$ cat src/rtl/memory_access_stage_pkg.sv
`default_nettype none
// ============================================================================
// Module      : memory_access_stage_pkg
// Description : Shared definitions for the memory access pipeline stage:
//               funct3 load/store encodings, access-size codes, writeback
//               select encodings and the stage FSM state type.
// Revision    : 1.0 - initial release
// ============================================================================
package memory_access_stage_pkg;

  // Load encodings (funct3)
  localparam logic [2:0] c_f3_lb  = 3'b000;
  localparam logic [2:0] c_f3_lh  = 3'b001;
  localparam logic [2:0] c_f3_lw  = 3'b010;
  localparam logic [2:0] c_f3_lbu = 3'b100;
  localparam logic [2:0] c_f3_lhu = 3'b101;

  // Store encodings (funct3)
  localparam logic [2:0] c_f3_sb  = 3'b000;
  localparam logic [2:0] c_f3_sh  = 3'b001;
  localparam logic [2:0] c_f3_sw  = 3'b010;

  // Access size lives in funct3[1:0] for both loads and stores
  localparam logic [1:0] c_size_byte = 2'b00;
  localparam logic [1:0] c_size_half = 2'b01;
  localparam logic [1:0] c_size_word = 2'b10;

  // Writeback select (dmem_to_reg); 2'b11 falls back to the ALU result
  localparam logic [1:0] c_wb_alu = 2'b00;
  localparam logic [1:0] c_wb_mem = 2'b01;
  localparam logic [1:0] c_wb_pc4 = 2'b10;

  typedef enum logic [0:0] {
    IDLE = 1'b0,
    WAIT = 1'b1
  } mem_state_e;

  function automatic logic [1:0] access_size(input logic [2:0] funct3);
    return funct3[1:0];
  endfunction

endpackage
`default_nettype wire

$ cat src/rtl/memory_access_stage_load_store_align.sv
`default_nettype none
// ============================================================================
// Module      : load_store_align
// Description : Combinational lane logic for the memory stage: byte enables,
//               store data replication and load byte/halfword extraction with
//               sign or zero extension. The lane logic assumes four byte
//               lanes (XLEN = 32).
// Ports       : i_funct3      - access size/sign
//               i_offset      - byte address bits [1:0]
//               i_store_data  - raw store operand
//               i_rdata       - raw memory read word
//               o_be          - byte enables
//               o_wdata       - replicated store data
//               o_load_data   - extracted and extended load value
//               o_misaligned  - access violates natural alignment
// Config      : MEM_MISALIGN_TRAP_EN - when defined, misaligned halfword/word
//               accesses are flagged; otherwise low offset bits are masked to
//               the access size and o_misaligned is tied low.
// Revision    : 1.0 - initial release
// ============================================================================
module load_store_align
  import memory_access_stage_pkg::*;
#(
  parameter int XLEN = 32
) (
  input  logic [2:0]      i_funct3,
  input  logic [1:0]      i_offset,
  input  logic [XLEN-1:0] i_store_data,
  input  logic [XLEN-1:0] i_rdata,
  output logic [3:0]      o_be,
  output logic [XLEN-1:0] o_wdata,
  output logic [XLEN-1:0] o_load_data,
  output logic            o_misaligned
);

  logic [1:0]  w_size;
  logic [1:0]  w_off;
  logic [7:0]  w_byte;
  logic [15:0] w_half;

  always_comb begin
    w_size = access_size(i_funct3);

`ifdef MEM_MISALIGN_TRAP_EN
    w_off = i_offset;
    case (w_size)
      c_size_byte: o_misaligned = 1'b0;
      c_size_half: o_misaligned = i_offset[0];
      default:     o_misaligned = (i_offset != 2'b00);
    endcase
`else
    o_misaligned = 1'b0;
    case (w_size)
      c_size_byte: w_off = i_offset;
      c_size_half: w_off = {i_offset[1], 1'b0};
      default:     w_off = 2'b00;
    endcase
`endif

    case (w_size)
      c_size_byte: begin
        o_be    = 4'b0001 << w_off;
        o_wdata = {(XLEN/8){i_store_data[7:0]}};
      end
      c_size_half: begin
        o_be    = 4'b0011 << w_off;
        o_wdata = {(XLEN/16){i_store_data[15:0]}};
      end
      default: begin
        o_be    = 4'b1111;
        o_wdata = i_store_data;
      end
    endcase

    // Halfword lane uses only offset bit 1 so the slice stays in range even
    // for an odd (trapped) address.
    w_byte = i_rdata[{w_off, 3'b000} +: 8];
    w_half = i_rdata[{w_off[1], 4'b0000} +: 16];

    case (i_funct3)
      c_f3_lb:  o_load_data = {{(XLEN-8){w_byte[7]}}, w_byte};
      c_f3_lh:  o_load_data = {{(XLEN-16){w_half[15]}}, w_half};
      c_f3_lbu: o_load_data = {{(XLEN-8){1'b0}}, w_byte};
      c_f3_lhu: o_load_data = {{(XLEN-16){1'b0}}, w_half};
      default:  o_load_data = i_rdata;
    endcase
  end

endmodule
`default_nettype wire

$ cat src/rtl/memory_access_stage.sv
`default_nettype none
// ============================================================================
// Module      : memory_access_stage
// Description : MEM pipeline stage. Issues data-memory requests for loads and
//               stores, stalls upstream while memory is not ready, and
//               registers the writeback value into the MEM/WB outputs one
//               cycle after the operation completes.
// Ports       : clk_i, reset_i          - clock, synchronous active-high reset
//               em_*                    - EX/MEM pipeline register inputs
//               dmem_*                  - data memory request/response
//               mem_stall_o             - freeze upstream stages
//               mw_*                    - MEM/WB register outputs
//               misalign_o              - misaligned access pulse (optional)
// Config      : MEM_MISALIGN_TRAP_EN - adds misalign_o and suppresses
//               misaligned halfword/word accesses instead of masking the
//               address.
// Revision    : 1.0 - initial release
// ============================================================================
module memory_access_stage
  import memory_access_stage_pkg::*;
#(
  parameter int XLEN = 32
) (
  input  logic            clk_i,
  input  logic            reset_i,
  input  logic            em_reg_write_i,
  input  logic            em_mem_read_i,
  input  logic            em_mem_write_i,
  input  logic [1:0]      em_dmem_to_reg_i,
  input  logic [4:0]      em_write_addr_reg_i,
  input  logic [2:0]      em_funct3_i,
  input  logic [XLEN-1:0] em_alu_result_i,
  input  logic [XLEN-1:0] em_read_data2_i,
  input  logic [XLEN-1:0] em_pc_plus4_i,
  output logic            dmem_req_o,
  output logic            dmem_we_o,
  output logic [XLEN-1:0] dmem_addr_o,
  output logic [3:0]      dmem_be_o,
  output logic [XLEN-1:0] dmem_wdata_o,
  input  logic            dmem_ready_i,
  input  logic [XLEN-1:0] dmem_rdata_i,
  output logic            mem_stall_o,
  output logic            mw_valid_o,
  output logic            mw_reg_write_o,
  output logic [4:0]      mw_write_addr_reg_o,
  output logic [XLEN-1:0] mw_write_data_o
`ifdef MEM_MISALIGN_TRAP_EN
  ,
  output logic            misalign_o
`endif
);

  mem_state_e r_state;
  mem_state_e w_state_next;

  // Latched EX/MEM copy, used while waiting on memory
  logic            r_reg_write;
  logic            r_mem_read;
  logic            r_mem_write;
  logic [1:0]      r_dmem_to_reg;
  logic [4:0]      r_rd;
  logic [2:0]      r_funct3;
  logic [XLEN-1:0] r_alu;
  logic [XLEN-1:0] r_rs2;
  logic [XLEN-1:0] r_pc4;

  // MEM/WB register
  logic            r_mw_valid;
  logic            r_mw_reg_write;
  logic [4:0]      r_mw_rd;
  logic [XLEN-1:0] r_mw_data;

  // Operation currently being served: live inputs in IDLE, latched in WAIT
  logic            w_reg_write;
  logic            w_mem_read;
  logic            w_mem_write;
  logic [1:0]      w_dmem_to_reg;
  logic [4:0]      w_rd;
  logic [2:0]      w_funct3;
  logic [XLEN-1:0] w_alu;
  logic [XLEN-1:0] w_rs2;
  logic [XLEN-1:0] w_pc4;

  logic            w_mem_op;
  logic            w_mis_raw;
  logic            w_misaligned;
  logic            w_issue;
  logic            w_complete;
  logic [3:0]      w_be;
  logic [XLEN-1:0] w_wdata;
  logic [XLEN-1:0] w_load_data;
  logic [XLEN-1:0] w_wb_data;

  always_comb begin
    if (r_state == WAIT) begin
      w_reg_write   = r_reg_write;
      w_mem_read    = r_mem_read;
      w_mem_write   = r_mem_write;
      w_dmem_to_reg = r_dmem_to_reg;
      w_rd          = r_rd;
      w_funct3      = r_funct3;
      w_alu         = r_alu;
      w_rs2         = r_rs2;
      w_pc4         = r_pc4;
    end else begin
      w_reg_write   = em_reg_write_i;
      w_mem_read    = em_mem_read_i;
      w_mem_write   = em_mem_write_i;
      w_dmem_to_reg = em_dmem_to_reg_i;
      w_rd          = em_write_addr_reg_i;
      w_funct3      = em_funct3_i;
      w_alu         = em_alu_result_i;
      w_rs2         = em_read_data2_i;
      w_pc4         = em_pc_plus4_i;
    end
  end

  load_store_align #(
    .XLEN (XLEN)
  ) u_align (
    .i_funct3     (w_funct3),
    .i_offset     (w_alu[1:0]),
    .i_store_data (w_rs2),
    .i_rdata      (dmem_rdata_i),
    .o_be         (w_be),
    .o_wdata      (w_wdata),
    .o_load_data  (w_load_data),
    .o_misaligned (w_mis_raw)
  );

  // Next-state and output logic
  always_comb begin
    w_state_next = IDLE;
    w_mem_op     = w_mem_read | w_mem_write;
    w_misaligned = w_mem_op & w_mis_raw;
    // Reset gates the request and stall immediately, not only at the edge
    w_issue      = w_mem_op & ~w_misaligned & ~reset_i;
    // Non-memory and trapped ops retire at once; memory ops wait for ready
    w_complete   = ~reset_i & (~w_mem_op | w_misaligned | dmem_ready_i);

    dmem_req_o   = w_issue;
    dmem_we_o    = w_issue & w_mem_write;   // write wins over read
    dmem_addr_o  = {w_alu[XLEN-1:2], 2'b00};
    dmem_be_o    = w_be;
    dmem_wdata_o = w_wdata;
    mem_stall_o  = w_issue & ~dmem_ready_i;

    if (w_issue && !dmem_ready_i) begin
      w_state_next = WAIT;
    end

    case (w_dmem_to_reg)
      c_wb_mem: w_wb_data = w_load_data;
      c_wb_pc4: w_wb_data = w_pc4;
      default:  w_wb_data = w_alu;
    endcase
  end

  always_ff @(posedge clk_i) begin
    if (reset_i) begin
      r_state        <= IDLE;
      r_reg_write    <= 1'b0;
      r_mem_read     <= 1'b0;
      r_mem_write    <= 1'b0;
      r_dmem_to_reg  <= '0;
      r_rd           <= '0;
      r_funct3       <= '0;
      r_alu          <= '0;
      r_rs2          <= '0;
      r_pc4          <= '0;
      r_mw_valid     <= 1'b0;
      r_mw_reg_write <= 1'b0;
      r_mw_rd        <= '0;
      r_mw_data      <= '0;
    end else begin
      r_state <= w_state_next;
      // Capture every IDLE cycle; the copy only matters once WAIT is entered
      if (r_state == IDLE) begin
        r_reg_write   <= em_reg_write_i;
        r_mem_read    <= em_mem_read_i;
        r_mem_write   <= em_mem_write_i;
        r_dmem_to_reg <= em_dmem_to_reg_i;
        r_rd          <= em_write_addr_reg_i;
        r_funct3      <= em_funct3_i;
        r_alu         <= em_alu_result_i;
        r_rs2         <= em_read_data2_i;
        r_pc4         <= em_pc_plus4_i;
      end
      r_mw_valid     <= w_complete;
      r_mw_reg_write <= w_complete & w_reg_write & ~w_misaligned;
      if (w_complete) begin
        r_mw_rd   <= w_rd;
        r_mw_data <= w_wb_data;
      end
    end
  end

`ifdef MEM_MISALIGN_TRAP_EN
  logic r_misalign;

  always_ff @(posedge clk_i) begin
    if (reset_i) begin
      r_misalign <= 1'b0;
    end else begin
      r_misalign <= w_complete & w_misaligned;
    end
  end

  assign misalign_o = r_misalign;
`endif

  assign mw_valid_o          = r_mw_valid;
  assign mw_reg_write_o      = r_mw_reg_write;
  assign mw_write_addr_reg_o = r_mw_rd;
  assign mw_write_data_o     = r_mw_data;

endmodule
`default_nettype wire
$ cat config.mk
export PLATFORM = sky130hd
export DESIGN_NAME = memory_access_stage
export DESIGN_NICKNAME = d
export VERILOG_FILES = /design/src/rtl/memory_access_stage_pkg.sv /design/src/rtl/memory_access_stage_load_store_align.sv /design/src/rtl/memory_access_stage.sv
export SDC_FILE = /design/constraint.sdc
export NUM_CORES = 1
export LEC_CHECK = 0
export BUFFER_PORTS_ARGS = -buffer_cell sky130_fd_sc_hd__buf_2
export CORE_UTILIZATION = 39
export DETAILED_ROUTE_END_ITERATION = 10
export REMOVE_ABC_BUFFERS = 1
export SYNTH_ARGS = -nofsm -noshare
export SYNTH_HDL_FRONTEND = slang
export SYNTH_SLANG_ARGS = --single-unit
$ cat constraint.sdc
create_clock -name clk_i -period 10.1 [get_ports clk_i]
set_clock_uncertainty 0.1 [all_clocks]
set_input_delay 2.02 -clock clk_i [delete_from_list [all_inputs] [get_ports clk_i]]
set_output_delay 2.02 -clock clk_i [all_outputs]
set_load 0.005 [all_outputs]
==> flow_summary.ini, run 1 <==
[critical_path]
cp-end-kind = primary output
rr_endpoint = mw_write_data_o[0]
crit_top_cell = buf_2
reg2reg_depth = 8
crit_slowest_cell = mux2i_2
cp_slowest_stage_delay_ns = 0.87
worstPathRequired_ns = 7.98
cp_cell_sequence = buf_2, mux2i_2, and2_1, o21ai_0, buf_2
r2r_start = r_state
startpoint_type = primary input
path_class = in -> out
cp_max_fo = 19
crit_path_start = em_funct3_i[0]
cp.arrival_ns = 3.57
worst-r2r-setup-slack_ns = 6.06

[timing]
rsz0062_at_grt = false
tns_ns = 0
setup_viol = 0
hold_viol_final = 0
fin_crit_ns = 5.69
maxSlewHeadroom_pct = 23.9
max_slew.worst_pin.slew_ns = 1.12
fin_crit_sh_pct = 56.3
fmax_mhz = 176
drv_slew = 0

[flow_run]
maxCapViolCount = 0

[logic_synthesis]
synth.avg_cell_area_um2 = 8.98
synth_top_area_share_pct = 39.4
synth_cell_type_count = 72
synthesis.area_um2 = 7580
synthArstFlopShare_pct = 0
synth_cells = 844
synthFlopType = dfxtp_1
synth_top_area_cell = dfxtp_1
ys_top_cells_by_area = dfxtp_1 39%, mux2i_1 17%, nor2_1 7.6%, a21oi_1 4.2%, nor4_2 2.8%
seq_area_frac_synth_pct = 39.4
synth-seq-cells = 149
ys_warn_count = 0
synth_edf_count = 0

[place]
hpwl_um = 15700
gp_congestion = 0.849
portBuffers = 251

[clock_tree]
post_cts_resized = 0
insertion_delay_ns = 0.42
postCtsHoldBufs = 0
cts_tree = yes
cts.clk_slew.worst_paths_ns = 0.06
cts_num_sinks = 149
cts-root-buf = clkbuf_16
cts_made_buffers = 17
cts_setup_buffers = 0
cts.path.max_buffers = 2
htree_levels = 4

[detailed_routing]
drc = 0
first_iter_violations = 337
totalWireLength_um = 22500
vias_per_cell = 5.08
first_pass_iters = 6
routed-via-count = 6772
routedWlPerCell_um = 16.9
antenna_violating_nets_post_route = 0

[floorplan]
die_area_um2 = 20000
core_um2 = 18900
io_pins = 254
fp.dieW_um = 141
fp.dieH_um = 141
num_rows = 50
start_util_pct = 40.1

[min_path]
hold_path.class = reg -> reg
min_from = mw_write_data_o[15]
hold_depth = 2
holdPathEnd = mw_write_data_o[15]

[power]
p_per_area_nw_per_um2 = 176
peakVddDrop_mv = 0.114
combPwrFrac_pct = 21.9
finalPower_mw = 1.65
p_seq_share_pct = 39.9
leakage_nw = 4.25
switching_share_pct = 30.9
p_sw_mw = 0.511
clockPowerShare_pct = 38.2
p_int_mw = 1.14

[global_routing]
antenna_found_initial = 7
grt_pass1_wl_um = 34300
track_usage_pct = 22.1
grt_max_degree = 85
overflow = 0
grt_pass1_vias = 6259

[run_status]
status = finished clean

[final_layout]
layout-drive-gt1-share_pct = 33.0
syn2layout_area_growth_pct = 23.7
num-nets-final = 1199
-- cells in the final DEF (no fill, tap or decap), drive strengths merged, types with 8 or more instances in the layout --
cell type	count
a22oi	8
nand2	46
dfxtp	149
mux2i	132
nor4	33
nor2	156
a21oi	66
clkbuf	17
o311ai	16
inv	54
buf	262
o21ai	22
-- metal layers --
metal	share of wire, %	up-vias	wire [um]	global-route usage, %
li1	-	3390	-	-
met1	46	3162	10400	29.5
met2	46	186	10400	34.5
met3	4.9	32	1100	4.39
met4	2.1	2	483	9.90
met5	0.036	-	8	0
-- synth_stat cells, types with 2 or more instances --
cell        n
nor4_2     17
o21ai_0    14
clkbuf_1   33
and2_1      3
o21ba_1     6
mux2_4      2
a21boi_0    2
buf_12      2
a22oi_1     7
o311ai_1   16
a221oi_1    2
buf_6       8
nor3b_1     3
nor4_1     16
ha_1        2
a21oi_1    64
buf_2       5
nor3_1      3
inv_2      13
dfxtp_1   149
a32o_1      6
nand3b_1    2
o21ai_1     7
nand3_1     2
buf_1       3
or2_1       6
mux2i_1   130
a22o_1      5
a221oi_2    2
nor2_1    154
mux2_2      3
or3_1       6
a211oi_1    5
buf_4      17
buf_8       5
a311oi_1    6
inv_1      31
nor2_2      2
o21a_1      5
nor2b_1     3
nand2_1    46
-- area by class of cell --
class	instances	area, um^2
multi-input cells	579	3960
inverters	44	165
flip-flops and latches	149	2990
fillers	1932	9520
repair buffers	262	1340
clock inverters	15	158
diodes	7	17.5
clock buffers	17	425
well taps	260	325
-- cells by family after synthesis --
kind of cell	count (synthesis)	synth area share, %
other	1	0.0495
buffers and inverters	117	8.68
flip-flops	149	39.4
adder cells (fa/ha/maj)	2	0.330
multiplexers	137	18.5
AND/OR/NAND/NOR	272	17.7
AO/OA/AOI/OAI	166	15.4
-- through the flow --
stage | util [%] | setup WS [ns] | std cells | instance area (um^2) | hold slack [ns]
after CTS | 49.5 | 4.40 | 1326 | 9360 | 0.365
after detailed placement | 46.4 | 4.40 | 1294 | 8770 | 0.350
after global placement | 46.4 | 4.42 | 1294 | 8770 | 0.352
after global routing | 49.6 | 4.28 | 1330 | 9370 | 0.383
after floorplan | - | 1.96 | 772 | 7090 | 0.342
final | 49.6 | 4.41 | 1333 | 9370 | 0.368
-- critical path: cells and delay by family --
kind                   cells  cell delay, ns
multiplexers               1            0.87
AO/OA/AOI/OAI              1            0.11
buffers and inverters      2            0.31
AND/OR/NAND/NOR            1            0.26
-- worst max path at each step --
stage,end
6_report,dmem_be_o[1]
5_1_grt,dmem_wdata_o[24]
4_1_cts,dmem_be_o[1]
3_5_place_dp,dmem_be_o[1]
3_3_place_gp,dmem_be_o[3]
2_1_floorplan,dmem_wdata_o[10]
-- power by group through the flow --
stage	clock (mW)	combinational, mW	sequential (mW)
after CTS	0.645	0.365	0.659
final	0.631	0.362	0.659
after global placement	0	0.361	0.671
after detailed placement	0	0.364	0.672
after global routing	0.669	0.401	0.663
after floorplan	0	0.221	0.677
No activity file was read; power rests on OpenSTA's default activity.
==> inputs of run 2 (changes only) <==
Settings changed: PLACE_DENSITY set to 0.67.
Clock period 10.1 ns to 5.23 ns, I/O delays scaled along.
==> run 2 against run 1 <==
  * Non-clock buffer count rose by 3
  * Via count up 1.0%
  * Setup slack got worse by 2.9 ns
  * Sequential share of layout area about the same
  * Design area about the same
  * Hold slack got worse by 0.013 ns
==> flow_summary.ini, run 2 (synthesis gave the netlist of run 1 again) <==
[global_routing]
antenna_found_initial = 3
track_usage_pct = 22.8
grt_pass1_vias = 6454
overflow = 0
grt_max_degree = 64
grt_pass1_wl_um = 35300

[final_layout]
layout.cells.non_filler = 1332
multiInputGateArea_um2 = 3960
final_cell_mix = 250 x buf_2, 154 x nor2_1, 148 x dfxtp_1
syn2layout_area_growth_pct = 23.8
num-nets-final = 1202
stdcell_area_um2 = 9380
final_common_cell = buf_2
regArea_um2 = 2990
layout-drive-gt1-share_pct = 32.9
fill_cells = 1908

[power]
p_sw_mw = 0.944
clockPowerShare_pct = 37.9
p_per_area_nw_per_um2 = 340
peakVddDrop_mv = 0.229
switching_share_pct = 29.6
p_int_mw = 2.25
finalPower_mw = 3.19
leakage_nw = 4.26
p_seq_share_pct = 39.7
combPwrFrac_pct = 22.4

[critical_path]
cp_cell_sequence = buf_2, mux2i_2, buf_4, nand2_1, a21oi_1, a21oi_1, buf_2
startpoint_type = primary input
crit_family = multiplexers
worstPathRequired_ns = 4.08
crit_slowest_cell = mux2i_2
path_class = in -> out
cp-end-kind = primary output
worst-path-buf-inv = 3
cp.arrival_ns = 2.54
cp_max_fo = 13
cp_slowest_stage_delay_ns = 0.62

[timing]
fin_crit_sh_pct = 70.4
tns_ns = 0
drv_slew = 0
maxSlewHeadroom_pct = 28.2
max_slew.worst_pin.slew_ns = 1.08
fmax_mhz = 272
finalWorstSetupSlack_ns = 1.55
hold_viol_final = 0
rsz0062_at_grt = false
fin_crit_ns = 3.68
setup_viol = 0

[floorplan]
start_util_pct = 40.1
fp.dieH_um = 141
core_um2 = 18900
die_area_um2 = 20000
num_rows = 50
fp.dieW_um = 141
io_pins = 254

[detailed_routing]
totalWireLength_um = 23000
vias_per_cell = 5.14
routedWlPerCell_um = 17.3
first_pass_iters = 5
antenna_violating_nets_post_route = 0
first_iter_violations = 444
routed-via-count = 6842
drc = 0

[place]
place_ws_ns = 1.55
place_area_um2 = 8800
placed_cells = 1297
hpwl_um = 16400
portBuffers = 251
gp_congestion = 0.863

[clock_tree]
cts-root-buf = clkbuf_16
cts.path.max_buffers = 2
postCtsHoldBufs = 0
cts_num_sinks = 149
post_cts_resized = 0
insertion_delay_ns = 0.43
cts_tree = yes
cts_made_buffers = 17
cts.clk_slew.worst_paths_ns = 0.06
cts_setup_buffers = 0
htree_levels = 4

[flow_run]
maxCapViolCount = 0

[min_path]
hold_path.class = reg -> reg

[run_status]
status = finished clean
## run 2: changes by cell type in the layout (fill, tap and decap cells not counted)
cell	previous run	this run
inv_6	7	1
diode_2	7	3
buf_4	12	15
clkbuf_1	0	3
inv_8	3	0
clkinv_2	0	2
bufinv_16	1	2
clkbuf_8	0	1
clkinv_4	2	3
inv_4	0	1
## run 2: per-layer routing
metal	part of all wire [%]	track usage (%)	vias up
met5	0	0	-
met1	45	29.7	3177
met2	47	36.8	225
met3	5.0	4.05	50
met4	3.1	10.1	0
li1	-	-	3390
## run 2: power by group through the flow
| stage | sequential (mW) | combinational, mW | clock [mW] |
|---|---|---|---|
| floorplan | 1.31 | 0.426 | 0 |
| global placement | 1.29 | 0.707 | 0 |
| detailed placement | 1.29 | 0.717 | 0 |
| CTS | 1.27 | 0.719 | 1.24 |
| global route | 1.28 | 0.786 | 1.29 |
| finish | 1.27 | 0.715 | 1.21 |
## run 2: final timing paths
kind | slack (ns) | from | depth (start not counted) | to
worst max-delay path | 1.55 | em_funct3_i[0] | 7 | dmem_wdata_o[29]
worst min-delay path | 0.35 | mw_write_data_o[15] | 2 | mw_write_data_o[15]
worst max register to register | 2.09 | r_state | 6 | mw_write_data_o[13]
worst min register to register | 0.35 | mw_write_data_o[15] | 2 | mw_write_data_o[15]
## run 2: stage by stage
step                util (%)  hold WS, ns
floorplan                  -        0.342
global placement        46.6        0.335
detailed placement      46.6        0.350
CTS                     49.6        0.360
global route            49.6        0.373
finish                  49.6        0.355
## run 2: worst reg2reg max path: stages (launching register included)
cell	delay, ns
dfxtp_4	0.48
buf_4	0.52
mux2i_4	0.33
buf_4	0.39
a31oi_4	0.45
or3_1	0.51
a32o_1	0.25
## run 2: final cells by class
class	instances	share of cell area [%]
repair buffers	265	14.5
well taps	260	3.47
diodes	3	0.0800
clock buffers	21	4.80
clock inverters	11	1.35
flip-flops and latches	149	31.8
multi-input cells	579	42.2
inverters	44	1.76
==> inputs of run 3 (changes only) <==
Settings changed: ABC_AREA set to 1, PLACE_DENSITY 0.67 to 0.65.
Clock period 5.23 ns to 3.8 ns, I/O delays scaled along.
==> run 3 against run 2 <==
  * Design area down 2.9%
  * Largest cell class unchanged
  * Non-clock buffer count down 5
  * Hold slack worse by 0.0052 ns
  * Sequential share of layout area up 0.96 points
  * Highest routed layer is now met5
  * Clock power up 38%
==> flow_summary.ini, run 3 <==
[timing]
finalWorstSetupSlack_ns = 0.289
tns_ns = 0
drv_slew = 0
holdWs_ns = 0.350
fin_crit_ns = 3.51
rsz0062_at_grt = false
max_slew.worst_pin.slew_ns = 0.981
maxSlewHeadroom_pct = 34.4
fmax_mhz = 285
setup_viol = 0
fin_crit_sh_pct = 92.4
hold_viol_final = 0

[critical_path]
path_depth = 8
cp-end-kind = primary output
startpoint_type = flip-flop
path_class = reg -> out
worstPathRequired_ns = 2.94
cp.arrival_ns = 2.65
crit_slowest_cell = dfxtp_4
cp_max_fo = 28
r2r_start = r_state
cp_cell_sequence = inv_2, nand2_1, nand2_4, inv_4, nor2_4, inv_1, o221ai_1, buf_2
crit_family = buffers and inverters
crit_path_start = r_state
cp_slowest_stage_delay_ns = 0.47
worst-path-buf-inv = 4
reg2reg_depth = 11

[floorplan]
start_util_pct = 39.9
die_area_um2 = 19000
num_rows = 49
core_um2 = 18000
io_pins = 254
fp.dieW_um = 138
fp.dieH_um = 138

[power]
p_seq_share_pct = 40.6
clockPowerShare_pct = 38.7
combPwrFrac_pct = 20.7
p_per_area_nw_per_um2 = 473
switching_share_pct = 28.6
leakage_nw = 4.65
p_int_mw = 3.08
peakVddDrop_mv = 0.325
p_sw_mw = 1.23

[clock_tree]
post_cts_resized = 0
cts.clk_slew.worst_paths_ns = 0.06
cts.path.max_buffers = 2
cts_tree = yes
htree_levels = 4
cts-root-buf = clkbuf_16
cts_setup_buffers = 0
cts_made_buffers = 17
insertion_delay_ns = 0.41
postCtsHoldBufs = 0
cts_num_sinks = 149

[detailed_routing]
totalWireLength_um = 21600
drt-met1-wl_um = 9660
drc = 0
routedWlPerCell_um = 14.6
first_iter_violations = 336
met2WireLength_um = 10000
routed-via-count = 7075
antenna_violating_nets_post_route = 0
top_layer_used = met5
vias_per_cell = 4.77
first_pass_iters = 5
dr_wl_met3_um = 1580

[logic_synthesis]
synthArstFlopShare_pct = 0
synth-xor-area-share_pct = 0
synthTopCellsByCount = 309 x nand2_1, 186 x nor2_1, 149 x dfxtp_1, 78 x inv_1, 64 x mux2i_1
synthSimpleGateAreaFrac_pct = 30.3
ys_warn_count = 0
synth.avg_cell_area_um2 = 6.97
synth_top_area_cell = dfxtp_1
synth-compound-area-share_pct = 9.94
synth_top_family_by_area = simple AND/OR/NAND/NOR gates
synth_fa_ha_area_share_pct = 0.348
ys_top_cells_by_area = dfxtp_1 41%, nand2_1 16%, nor2_1 9.7%, mux2i_1 8.9%, inv_1 4.1%
synth_edf_count = 0
synth-seq-cells = 149
synth_cells = 1031
synthFlopType = dfxtp_1
synthesis.area_um2 = 7190
synth_cell_type_count = 30
yosys.cell_count.top_type = nand2_1
synth_top_area_share_pct = 41.5
seq_area_frac_synth_pct = 41.5
synth.area.mux_share_pct = 8.91

[final_layout]
final_cell_mix = 309 x nand2_1, 250 x buf_2, 186 x nor2_1
layout-drive-gt1-share_pct = 25.6
fill_cells = 1873
layout.cells.non_filler = 1482
final_common_cell = nand2_1
num-nets-final = 1385
syn2layout_area_growth_pct = 26.6
stdcell_area_um2 = 9100

[global_routing]
grt_pass1_vias = 6321
overflow = 0
grt_pass1_wl_um = 32500
track_usage_pct = 22.6
antenna_found_initial = 4
grt_max_degree = 143

[flow_run]
maxCapViolCount = 0

[place]
gp_congestion = 0.761
place_ws_ns = 0.553
hpwl_um = 15200
placed_cells = 1449
portBuffers = 251
place_area_um2 = 8510

[min_path]
hold_path.class = reg -> reg
hold_depth = 2
min_from = mw_write_data_o[8]

[run_status]
status = finished clean
run 3: logic make-up after synthesis:
family,count (synthesis)
simple gates,542
buf+inv,155
flops,149
compound gates,118
mux,64
fa+ha+maj,2
other cells,1
run 3: worst min-delay path: cells and delay by family (launching register included):
family | cells | cell delay (ns)
DFF | 1 | 0.31
and+or+nand+nor | 2 | 0.10
run 3: power by group through the flow:
stage / Sequential (mW) / Combinational [mW] / Clock (mW)
floorplan: 1.79 / 0.502 / 0
global placement: 1.78 / 0.892 / 0
detailed placement: 1.78 / 0.901 / 0
CTS: 1.75 / 0.905 / 1.71
global route: 1.76 / 1.01 / 1.79
finish: 1.75 / 0.892 / 1.67
run 3: final cells by class:
type | count | area [um^2] | area share [%]
antenna | 2 | 5.00 | 0.0550
clock buffer | 25 | 527 | 5.79
clock inverter | 6 | 62.6 | 0.687
inverter | 83 | 314 | 3.45
multi-input combinational | 728 | 3570 | 39.2
sequential | 149 | 2990 | 32.8
tap | 229 | 287 | 3.15
timing repair buffer | 260 | 1350 | 14.8
run 3: metrics by stage:
step                utilization [%]  total power, mW
floorplan                         -             2.29
global placement               47.2             2.67
detailed placement             47.2             2.68
CTS                            50.5             4.36
global route                   50.5             4.57
finish                         50.5             4.31
run 3: path summary, 6_finish.rpt:
kind	to	slack (ns)
setup / recovery	dmem_wdata_o[29]	0.29
hold / removal	mw_write_data_o[8]	0.35
setup reg to reg	mw_write_data_o[11]	0.74
hold reg to reg	mw_write_data_o[8]	0.35
run 3: per-layer routing:
layer	vias to the layer above	GRT usage, %
met5	-	0
met4	4	6.46
met3	19	5.78
met2	231	38.2
met1	3162	28.1
li1	3659	-
